==> src/rtl/wake_up_scoreboard.sv <==
// wake_up_scoreboard
//
// This is a register scoreboard for an in-order issue stage. It tracks which
// architectural registers have a write pending and, for writers whose latency
// is known, counts down the cycles until the result can be bypassed. Source
// operands are reported ready as soon as their producer can forward.
//
// Optional feature: define WAKEUP_WB_BYPASS_EN to make a source that matches
// the current write-back register ready in that same cycle. When the macro is
// undefined, the source becomes ready on the cycle after the write-back.
//
// Parameters:
//   NUM_SRC   source-operand ports checked per cycle
//   NUM_REGS  architectural register count (AW = clog2(NUM_REGS))
//   LAT_W     width of the per-register latency countdown
//
// Ports:
//   clk          rising-edge clock
//   reset        asynchronous active-high reset
//   issue_valid  an instruction is offered for issue
//   issue_we     the offered instruction writes issue_rd
//   issue_rd     destination register
//   issue_lat    cycles until the result is bypassable; 0 means unknown latency
//   issue_ready  the offered instruction is accepted this cycle
//   src_valid    per-source flag, set when the operand comes from the register file
//   src_addr     per-source register number; source i is [i*AW +: AW]
//   src_ready    per-source operand-available flag (combinational)
//   wb_valid     a register write-back occurs this cycle
//   wb_rd        write-back register number
//   flush        discards every pending write
//   busy_count   registered popcount of the busy registers
module wake_up_scoreboard #(
  parameter int NUM_SRC  = 2,
  parameter int NUM_REGS = 32,
  parameter int LAT_W    = 3
) (
  input  logic                                clk,
  input  logic                                reset,
  input  logic                                issue_valid,
  input  logic                                issue_we,
  input  logic [$clog2(NUM_REGS)-1:0]         issue_rd,
  input  logic [LAT_W-1:0]                    issue_lat,
  output logic                                issue_ready,
  input  logic [NUM_SRC-1:0]                  src_valid,
  input  logic [NUM_SRC*$clog2(NUM_REGS)-1:0] src_addr,
  output logic [NUM_SRC-1:0]                  src_ready,
  input  logic                                wb_valid,
  input  logic [$clog2(NUM_REGS)-1:0]         wb_rd,
  input  logic                                flush,
  output logic [$clog2(NUM_REGS):0]           busy_count
);

  localparam int AW = $clog2(NUM_REGS);

  logic [NUM_REGS-1:0]            busy_q, busy_d;
  logic [NUM_REGS-1:0]            known_q, known_d;
  logic [NUM_REGS-1:0][LAT_W-1:0] cnt_q, cnt_d;
  logic [AW:0]                    count_d;
  logic                           issue_fire;
  logic [AW-1:0]                  src_reg;
  logic                           wb_hit;

  // A WAW against an unknown-latency writer must stall, because there is no
  // way to tell which of the two writes would land last.
  assign issue_ready = !flush && !(issue_we && busy_q[issue_rd] && !known_q[issue_rd]);
  assign issue_fire  = issue_valid && issue_ready && issue_we && (issue_rd != '0);

  // Next-state logic. The steps are applied in order of increasing priority:
  // countdown, then write-back clear, then issue load, then flush.
  always_comb begin
    busy_d  = busy_q;
    known_d = known_q;
    cnt_d   = cnt_q;
    for (int r = 0; r < NUM_REGS; r++) begin
      if (busy_q[r] && known_q[r] && (cnt_q[r] != '0))
        cnt_d[r] = cnt_q[r] - LAT_W'(1);
    end
    if (wb_valid) begin
      busy_d[wb_rd]  = 1'b0;
      known_d[wb_rd] = 1'b0;
      cnt_d[wb_rd]   = '0;
    end
    // When an issue and a write-back hit the same register, the issue wins.
    // That register belongs to the new writer.
    if (issue_fire) begin
      busy_d[issue_rd]  = 1'b1;
      known_d[issue_rd] = (issue_lat != '0);
      cnt_d[issue_rd]   = issue_lat;
    end
    if (flush) begin
      busy_d  = '0;
      known_d = '0;
      cnt_d   = '0;
    end
    busy_d[0]  = 1'b0;
    known_d[0] = 1'b0;
    cnt_d[0]   = '0;
  end

  // The count is taken from the next busy vector so that the registered value
  // always matches the busy bits after the same edge.
  always_comb begin
    count_d = '0;
    for (int r = 0; r < NUM_REGS; r++)
      count_d = count_d + (AW+1)'(busy_d[r]);
  end

  always_ff @(posedge clk or posedge reset) begin
    if (reset) begin
      busy_q     <= '0;
      known_q    <= '0;
      cnt_q      <= '0;
      busy_count <= '0;
    end else begin
      busy_q     <= busy_d;
      known_q    <= known_d;
      cnt_q      <= cnt_d;
      busy_count <= count_d;
    end
  end

  // Sources are evaluated against the state before this cycle's issue.
  // A same-cycle issue therefore never blocks a source.
  always_comb begin
    src_ready = '0;
    src_reg   = '0;
    wb_hit    = 1'b0;
    for (int i = 0; i < NUM_SRC; i++) begin
      src_reg = src_addr[i*AW +: AW];
`ifdef WAKEUP_WB_BYPASS_EN
      wb_hit  = wb_valid && (wb_rd == src_reg);
`else
      wb_hit  = 1'b0;
`endif
      src_ready[i] = !src_valid[i] || (src_reg == '0) || !busy_q[src_reg] ||
                     (known_q[src_reg] && (cnt_q[src_reg] == '0)) || wb_hit;
    end
  end

endmodule
==> config.mk <==
export PLATFORM = sky130hd
export DESIGN_NAME = wake_up_scoreboard
export DESIGN_NICKNAME = d
export VERILOG_FILES = /design/src/rtl/wake_up_scoreboard.sv
export SDC_FILE = /design/constraint.sdc
export NUM_CORES = 1
export LEC_CHECK = 0
export CORE_UTILIZATION = 41
export CTS_CLUSTER_SIZE = 12
export DETAILED_ROUTE_END_ITERATION = 10
export GPL_ROUTABILITY_DRIVEN = 0
export SLEW_MARGIN = 15
export SYNTH_ARGS = -nofsm -noshare
export SYNTH_HDL_FRONTEND = slang
export SYNTH_SLANG_ARGS = --single-unit
==> constraint.sdc <==
create_clock -name clk -period 11.7 [get_ports clk]
set_input_delay 2.34 -clock clk [delete_from_list [all_inputs] [get_ports clk]]
set_output_delay 2.34 -clock clk [all_outputs]
set_load 0.02 [all_outputs]
==> metrics.md, run 1 <==
| Metric | Value |
|---|---|
| Status | `complete, no violations` |
| Synth Register Bits | `161` |
| Relative slew margins | `0.212` |
| Row count | `62` |
| Worst EP arrival | `10.10 ns` |
| GRT Util Overall | `0.244` |
| Postcts setup bufs | `0` |
| Fmax | `0.103 GHz` |
| Post-DP Area | `12800 sq um` |
| CTS clk-pin slew, worst paths | `0.06 ns` |
| Final Setup Violations | `0` |
| Synth warn | `0` |
| CTS tree | `done` |
| Grt total ovfl | `0` |
| RR Endpoint | `busy_count[4]$_DFF_PP0_` |
| Total number of H-tree levels | `4` |
| Share of flip-flops with an asynchronous set or reset | `1.00` |
| Largest area contributor in the netlist | `dfrtp_1` |
| Most frequent cells after synthesis | `nand2_1 (205), inv_1 (167), dfrtp_1 (161), mux2i_1 (150), ha_1 (69)` |
| Top cells by area, synth | `dfrtp_1 (33%), mux2i_1 (12%), ha_1 (7.1%)` |
| Hold Path Class | `flip-flop to flip-flop` |
| Top cell by count, worst path | `fa_1` |
| Fraction of layout cells with a size suffix above 1 | `0.0890` |
| CTS resizes | `0` |
| Number of diodes | `0` |
| Largest delay share family, worst path | `adder cells` |
| WL final | `35300 um` |
| Number of flops mapped to enable cells by yosys | `0` |
| 1st-iter DRT viols | `699` |
| Tmin final | `9.74 ns` |
| Deepest clock path buffer count | `2` |
| Number of max-cap violations | `0` |
| Die height | `174 um` |
| Final HPWL DP | `25800 um` |
| Hold-fix buffers at CTS | `0` |
| Critical path startpoint category | `primary input` |
| # DRC | `0` |
| Critical path endpoint | `busy_count[4]$_DFF_PP0_` |
| Fillers | `2773` |
| DRT met1 WL | `15600 um` |
| Worst setup EP type | `flip-flop` |
| Req. time, crit path | `12.05 ns` |
| Clock Skews | `0.0125 ns` |
| Critical path's slowest cell | `clkdlybuf4s50_1` |
| Top layer reached by signal wires | `met4` |
| Clock Sinks | `161` |
| Top-area cell type share of the netlist area | `0.333` |
| P_leak | `6.19 nW` |
| Vias | `9464` |
| Worst path max stage delay | `0.83 ns` |
| WS Path Type | `primary input to flip-flop` |
| Max Slew Vio Count | `0` |
| Die area | `30200 sq um` |
| Core area | `28900 sq um` |
| Port-buffer cells | `39` |
| Initial Util | `0.419` |
| Drt wl/cell | `20.9 um` |
| Post-route ant nets | `0` |
| Vias per cell | `5.61` |
| Clk Latency, worst-skew pair | `0.44 ns` |
| Worst-case reg-to-reg path depth | `21` |
| Layout Nets | `1414` |
| DR WL met3 | `2330 um` |
| First-pass iteration count of the detailed router | `5` |
| Worst Slack Setup Final | `1.96 ns` |
| Setup_tns | `0 ns` |
| Vias in the first global route | `9664` |
| CP cell instances | `clkdlybuf4s50_1, buf_4, mux4_2, a22oi_1, nand4_4, nor2_2, o31ai_1, fa_1, fa_1, inv_1, fa_1, inv_1, fa_1, fa_1, inv_1, fa_1, inv_1, fa_1, fa_1, a21o_1, a21oi_1, xnor2_1` |
| Register area share after synthesis | `0.333` |
| Critical path depth | `22` |
| Most instantiated library cell after synthesis | `nand2_1` |
| Period utilization | `0.833` |
| Worst vdd ir | `0.0911 mV` |
| Met2 wire length | `16500 um` |
| RR Startpoint | `known_q[7]$_DFF_PP0_` |
| Syn-to-layout area delta | `10.8%` |
| Post-route cell area | `13400 sq um` |
| Reg-to-reg setup timing slack | `4.16 ns` |
| Wire length of the first global-routing pass | `56200 um` |
| CTS Buf Count | `17` |
| Setup WS pre-CTS | `1.60 ns` |
| Buf/Inv on CP | `6` |
| Post-synth cell types | `58` |
| Hold WS | `0.590 ns` |
| Antenna violations before repair | `0` |
| Main synth FF type | `dfrtp_1` |
| Pwr/cell area | `92.7 nW/um^2` |
| Worst-path fanout max | `17` |
| Cell area after synthesis | `12100 sq um` |
| Average size of a mapped cell | `9.51 sq um` |
| Top Ports | `40` |
| Critical path origin | `issue_rd[1]` |
| RSZ-0062 raised after global routing | `false` |
| Gate Count Post-Synth | `1271` |
| Largest net degree at the start of global routing | `102` |
| Syn nets | `1394` |
| Final-report hold violation count | `0` |
| Slew at the pin with the worst max-slew slack | `1.17 ns` |
| Root Driver | `clkbuf_16` |
| Die Width | `174 um` |
==> through the flow <==
| step | util | instances | power [mW] |
|---|---|---|---|
| 2_1_floorplan | - | 1271 | 0.644 |
| 3_3_place_gp | 0.444 | 1656 | 0.686 |
| 3_5_place_dp | 0.444 | 1656 | 0.687 |
| 4_1_cts | 0.464 | 1688 | 1.25 |
| 5_1_grt | 0.464 | 1688 | 1.28 |
| 6_report | 0.464 | 1688 | 1.24 |
==> worst min path at each step <==
stage,startpoint,end,slack [ns],cells after the start
after floorplan,busy_q[18]$_DFF_PP0_,busy_q[18]$_DFF_PP0_,0.51,2
after global placement,known_q[24]$_DFF_PP0_,known_q[24]$_DFF_PP0_,0.57,2
after detailed placement,known_q[18]$_DFF_PP0_,known_q[18]$_DFF_PP0_,0.58,2
after CTS,known_q[1]$_DFF_PP0_,known_q[1]$_DFF_PP0_,0.59,2
after global routing,known_q[1]$_DFF_PP0_,known_q[1]$_DFF_PP0_,0.61,2
final,known_q[18]$_DFF_PP0_,known_q[18]$_DFF_PP0_,0.59,2
==> worst register-to-register path, cell delays in order (launching register included) <==
cell,delay [ns]
dfrtp_1,0.46
mux4_2,0.51
a22o_1,0.27
a221oi_4,0.25
nand4_4,0.40
nor2_2,0.81
o31ai_1,0.26
fa_1,0.56
fa_1,0.49
inv_1,0.05
fa_1,0.50
inv_1,0.06
fa_1,0.48
fa_1,0.52
inv_1,0.05
fa_1,0.47
inv_1,0.05
fa_1,0.40
fa_1,0.41
a21o_1,0.17
a21oi_1,0.16
xnor2_1,0.13
==> sequential cells by signal, summed over array words and instances, names as in the netlist <==
signal      count
busy_q         31
cnt_q          93
known_q        31
busy_count      6
==> placed cells by master, fill, tap and decap left out, types with 5 or more instances in the layout <==
cell / synthesis / layout
o211ai_4: 17 / 17
nor3_1: 8 / 8
a21oi_1: 61 / 61
o21ai_0: 39 / 39
ha_1: 69 / 69
mux4_2: 21 / 21
o41ai_1: 30 / 29
buf_4: 5 / 13
dfrtp_1: 161 / 161
o22ai_1: 7 / 7
nor2_1: 55 / 55
o211ai_1: 24 / 24
nand2_1: 205 / 205
xnor2_1: 48 / 48
clkdlybuf4s50_1: 0 / 37
mux2i_1: 150 / 150
nand2b_1: 5 / 5
or2_2: 5 / 5
clkbuf_16: 0 / 17
a21oi_2: 5 / 5
nand3_1: 7 / 7
clkinv_2: 0 / 5
a21o_1: 21 / 21
o31a_1: 8 / 8
fa_1: 23 / 23
o31ai_1: 9 / 9
inv_1: 167 / 166
xor2_1: 17 / 17
==> area by class of cell <==
| type | instances | area, sq um | share of cell area |
|---|---|---|---|
| tap | 384 | 480 | 0.0359 |
| timing repair buffer | 52 | 478 | 0.0357 |
| sequential | 161 | 4030 | 0.301 |
| multi-input combinational | 892 | 7200 | 0.537 |
| clock inverter | 13 | 135 | 0.0101 |
| inverter | 167 | 632 | 0.0472 |
| clock buffer | 19 | 443 | 0.0331 |
==> report_power, final <==
group	switching [mW]	leakage [nW]	total (mW)	internal, mW
Clock	0.244	0.283	0.564	0.320
Sequential	0.00187	2.25	0.560	0.558
Combinational	0.0867	3.66	0.117	0.0308
Total	0.333	6.19	1.24	0.909
==> logic make-up after synthesis <==
family / after synthesis / share of synthesized area
DFF: 161 / 0.333
AOI/OAI and AO/OA: 243 / 0.157
muxes: 173 / 0.165
xor gates and xnor gates: 65 / 0.0471
and+or+nand+nor: 319 / 0.116
buffers and inverters: 218 / 0.0718
adders and majority gates: 92 / 0.110
==> metal layers <==
layer	track usage	vias to the layer above
li1	-	4372
met1	0.325	4739
met2	0.391	298
met3	0.0544	55
met4	0.0837	0
met5	0	-
No activity file was read; power rests on OpenSTA's default activity.
==> run 2: changes to the inputs <==
- clock period: 11.7 -> 9.44 ns (I/O delays scaled with it)
==> metrics.md, run 2 (same netlist as run 1, synthesis figures left out) <==
| Metric | Value |
|---|---|
| Setup_tns | `0 ns (unchanged)` |
| # DRC | `0 (unchanged)` |
| Fraction of layout cells with a size suffix above 1 | `0.101 (was 0.0890)` |
| Die Width | `174 um (unchanged)` |
| Deepest clock path buffer count | `2 (unchanged)` |
| Final HPWL DP | `26400 um (was 25800 um)` |
| Final-report hold violation count | `0 (unchanged)` |
| Fmax | `0.115 GHz` |
| Worst Slack Setup Final | `0.742 ns (was 1.96 ns)` |
| Non-Filler Instances | `1704 (was 1688)` |
| Clk Latency, worst-skew pair | `0.44 ns (about the same)` |
| Req. time, crit path | `9.80 ns (was 12.05 ns)` |
| Antenna violations before repair | `0 (unchanged)` |
| Postcts setup bufs | `0 (unchanged)` |
| Post-Place Cells | `1672 (was 1656)` |
| Clock Sinks | `161 (unchanged)` |
| CTS tree | `done (unchanged)` |
| Port-buffer cells | `39 (unchanged)` |
| Vias per cell | `5.59 (was 5.61)` |
| Slew at the pin with the worst max-slew slack | `1.12 ns (was 1.17 ns)` |
| Post-DP Area | `12900 sq um (was 12800 sq um)` |
| Area occupied by multi-input gates | `7210 sq um (was 7200 sq um)` |
| Initial Util | `0.419 (unchanged)` |
| Largest net degree at the start of global routing | `107 (was 102)` |
| WS Path Type | `primary input to flip-flop (unchanged)` |
| Post-route cell area | `13500 sq um (was 13400 sq um)` |
| FF+latch area | `4030 sq um (unchanged)` |
| Max FFs per register | `93 (unchanged)` |
| Syn-to-layout area delta | `11.8% (was 10.8%)` |
| Hold-fix buffers at CTS | `0 (unchanged)` |
| Tmin final | `8.70 ns` |
| Period utilization | `0.921` |
| WL final | `35800 um (was 35300 um)` |
| Row count | `62 (unchanged)` |
| Hold Path Class | `flip-flop to flip-flop (unchanged)` |
| First-pass iteration count of the detailed router | `5 (unchanged)` |
| Relative slew margins | `0.244 (was 0.212)` |
| Max Slew Vio Count | `0 (unchanged)` |
| Critical path's slowest cell | `clkdlybuf4s50_1 (unchanged)` |
| Commonest cells after routing, fill and taps aside | `nand2_1 (205), inv_1 (166), dfrtp_1 (161) (unchanged)` |
| Largest delay share family, worst path | `adder cells (unchanged)` |
| Number of max-cap violations | `0 (unchanged)` |
| Critical path startpoint category | `primary input (unchanged)` |
| Worst vdd ir | `0.119 mV (was 0.0911 mV)` |
| Worst path max stage delay | `0.77 ns (was 0.83 ns)` |
| Total number of H-tree levels | `4 (unchanged)` |
| Core area | `28900 sq um (unchanged)` |
| Wire length of the first global-routing pass | `56400 um (was 56200 um)` |
| Setup WS pre-CTS | `0.360 ns (was 1.60 ns)` |
| Worst EP arrival | `9.06 ns (was 10.10 ns)` |
| Top Registers | `cnt_q: 93 flops, busy_q: 31 flops, known_q: 31 flops (unchanged)` |
| Final Setup Violations | `0 (unchanged)` |
| Fillers | `2709 (was 2773)` |
| RSZ-0062 raised after global routing | `false (unchanged)` |
| Status | `complete, no violations (unchanged)` |
| Grt total ovfl | `0 (unchanged)` |
| Top Ports | `40 (unchanged)` |
| Layout Nets | `1430 (was 1414)` |
| CTS Buf Count | `17 (unchanged)` |
| Pwr Total | `1.53 mW (was 1.24 mW)` |
| Vias in the first global route | `9659 (was 9664)` |
| CTS clk-pin slew, worst paths | `0.08 ns (was 0.06 ns)` |
| P_leak | `6.26 nW (was 6.19 nW)` |
| Post-route ant nets | `0 (unchanged)` |
| Pwr/cell area | `113 nW/um^2 (was 92.7 nW/um^2)` |
| Die height | `174 um (unchanged)` |
| Commonest non-fill, non-tap cell in the layout | `nand2_1 (unchanged)` |
| Drt wl/cell | `21.0 um (was 20.9 um)` |
| Clock Skews | `0.0206 ns (was 0.0125 ns)` |
| Root Driver | `clkbuf_16 (unchanged)` |
| Largest reg by FF count | `cnt_q (unchanged)` |
| Worst setup EP type | `flip-flop (unchanged)` |
| CP cell instances | `clkdlybuf4s50_1, or3b_2, o221ai_1, o21ai_0, and4_2, nor2_2, buf_4, o31a_1, fa_1, fa_1, fa_1, inv_1, fa_1, fa_1, inv_1, fa_1, inv_1, fa_1, fa_1, a21o_1, a21oi_1, xnor2_1 (was clkdlybuf4s50_1, buf_4, mux4_2, a22oi_1, nand4_4, nor2_2, o31ai_1, fa_1, fa_1, inv_1, fa_1, inv_1, fa_1, fa_1, inv_1, fa_1, inv_1, fa_1, fa_1, a21o_1, a21oi_1, xnor2_1)` |
| Top cell by count, worst path | `fa_1 (unchanged)` |
| Buf/Inv on CP | `5 (was 6)` |
| GRT Util Overall | `0.247 (was 0.244)` |
| Worst-path fanout max | `16 (was 17)` |
| 1st-iter DRT viols | `704 (was 699)` |
| Die area | `30200 sq um (unchanged)` |
| Number of diodes | `0 (unchanged)` |
| CTS resizes | `0 (unchanged)` |
| Vias | `9519 (was 9464)` |
-- run 2: changes by cell type in the layout (fill, tap and decap cells not counted), sizes merged --
cell	change
buf	+16
clkinv	-3
bufinv	-1
inv	+2
clkinvlp	+2
-- run 2: tightest hold or removal path, stage by stage, from the launching register on --
cell	delay [ns]
dfrtp_1	0.43
nand2_1	0.07
mux2i_1	0.06
-- run 2: report_power, final --
group,total (mW),switching [mW],internal (mW),leakage [nW]
Sequential,0.694,0.00237,0.692,2.25
Combinational,0.151,0.108,0.0424,3.74
Clock,0.688,0.314,0.374,0.267
Total,1.53,0.425,1.11,6.26
-- run 2: final timing paths --
kind | start | end | slack, ns | depth (start not counted)
worst max-delay path | issue_rd[3] | busy_count[4]$_DFF_PP0_ | 0.74 | 22
worst min-delay path | known_q[22]$_DFF_PP0_ | known_q[22]$_DFF_PP0_ | 0.59 | 2
worst max register to register | known_q[7]$_DFF_PP0_ | busy_count[4]$_DFF_PP0_ | 2.55 | 21
worst min register to register | known_q[22]$_DFF_PP0_ | known_q[22]$_DFF_PP0_ | 0.59 | 2
max in group asynchronous | reset | busy_q[9]$_DFF_PP0_ | 6.01 | 3
min in group asynchronous | reset | known_q[22]$_DFF_PP0_ | 2.08 | 2
-- run 2: stage by stage --
| step | hold slack (ns) | util |
|---|---|---|
| floorplan | 0.509 | - |
| global placement | 0.564 | 0.448 |
| detailed placement | 0.568 | 0.448 |
| CTS | 0.584 | 0.468 |
| global route | 0.597 | 0.468 |
| finish | 0.588 | 0.468 |
-- run 2: cell type report --
cell class | count | area share
multi-input cells | 892 | 0.533
flip-flops and latches | 161 | 0.298
inverters | 167 | 0.0468
repair buffers | 68 | 0.0443
well taps | 384 | 0.0356
clock buffers | 19 | 0.0328
clock inverters | 13 | 0.00935
-- run 2: per-layer routing --
metal / GRT usage / wire length (um)
met5: 0 / 0
met4: 0.0822 / 981
met3: 0.0546 / 2560
met2: 0.396 / 16700
met1: 0.329 / 15600
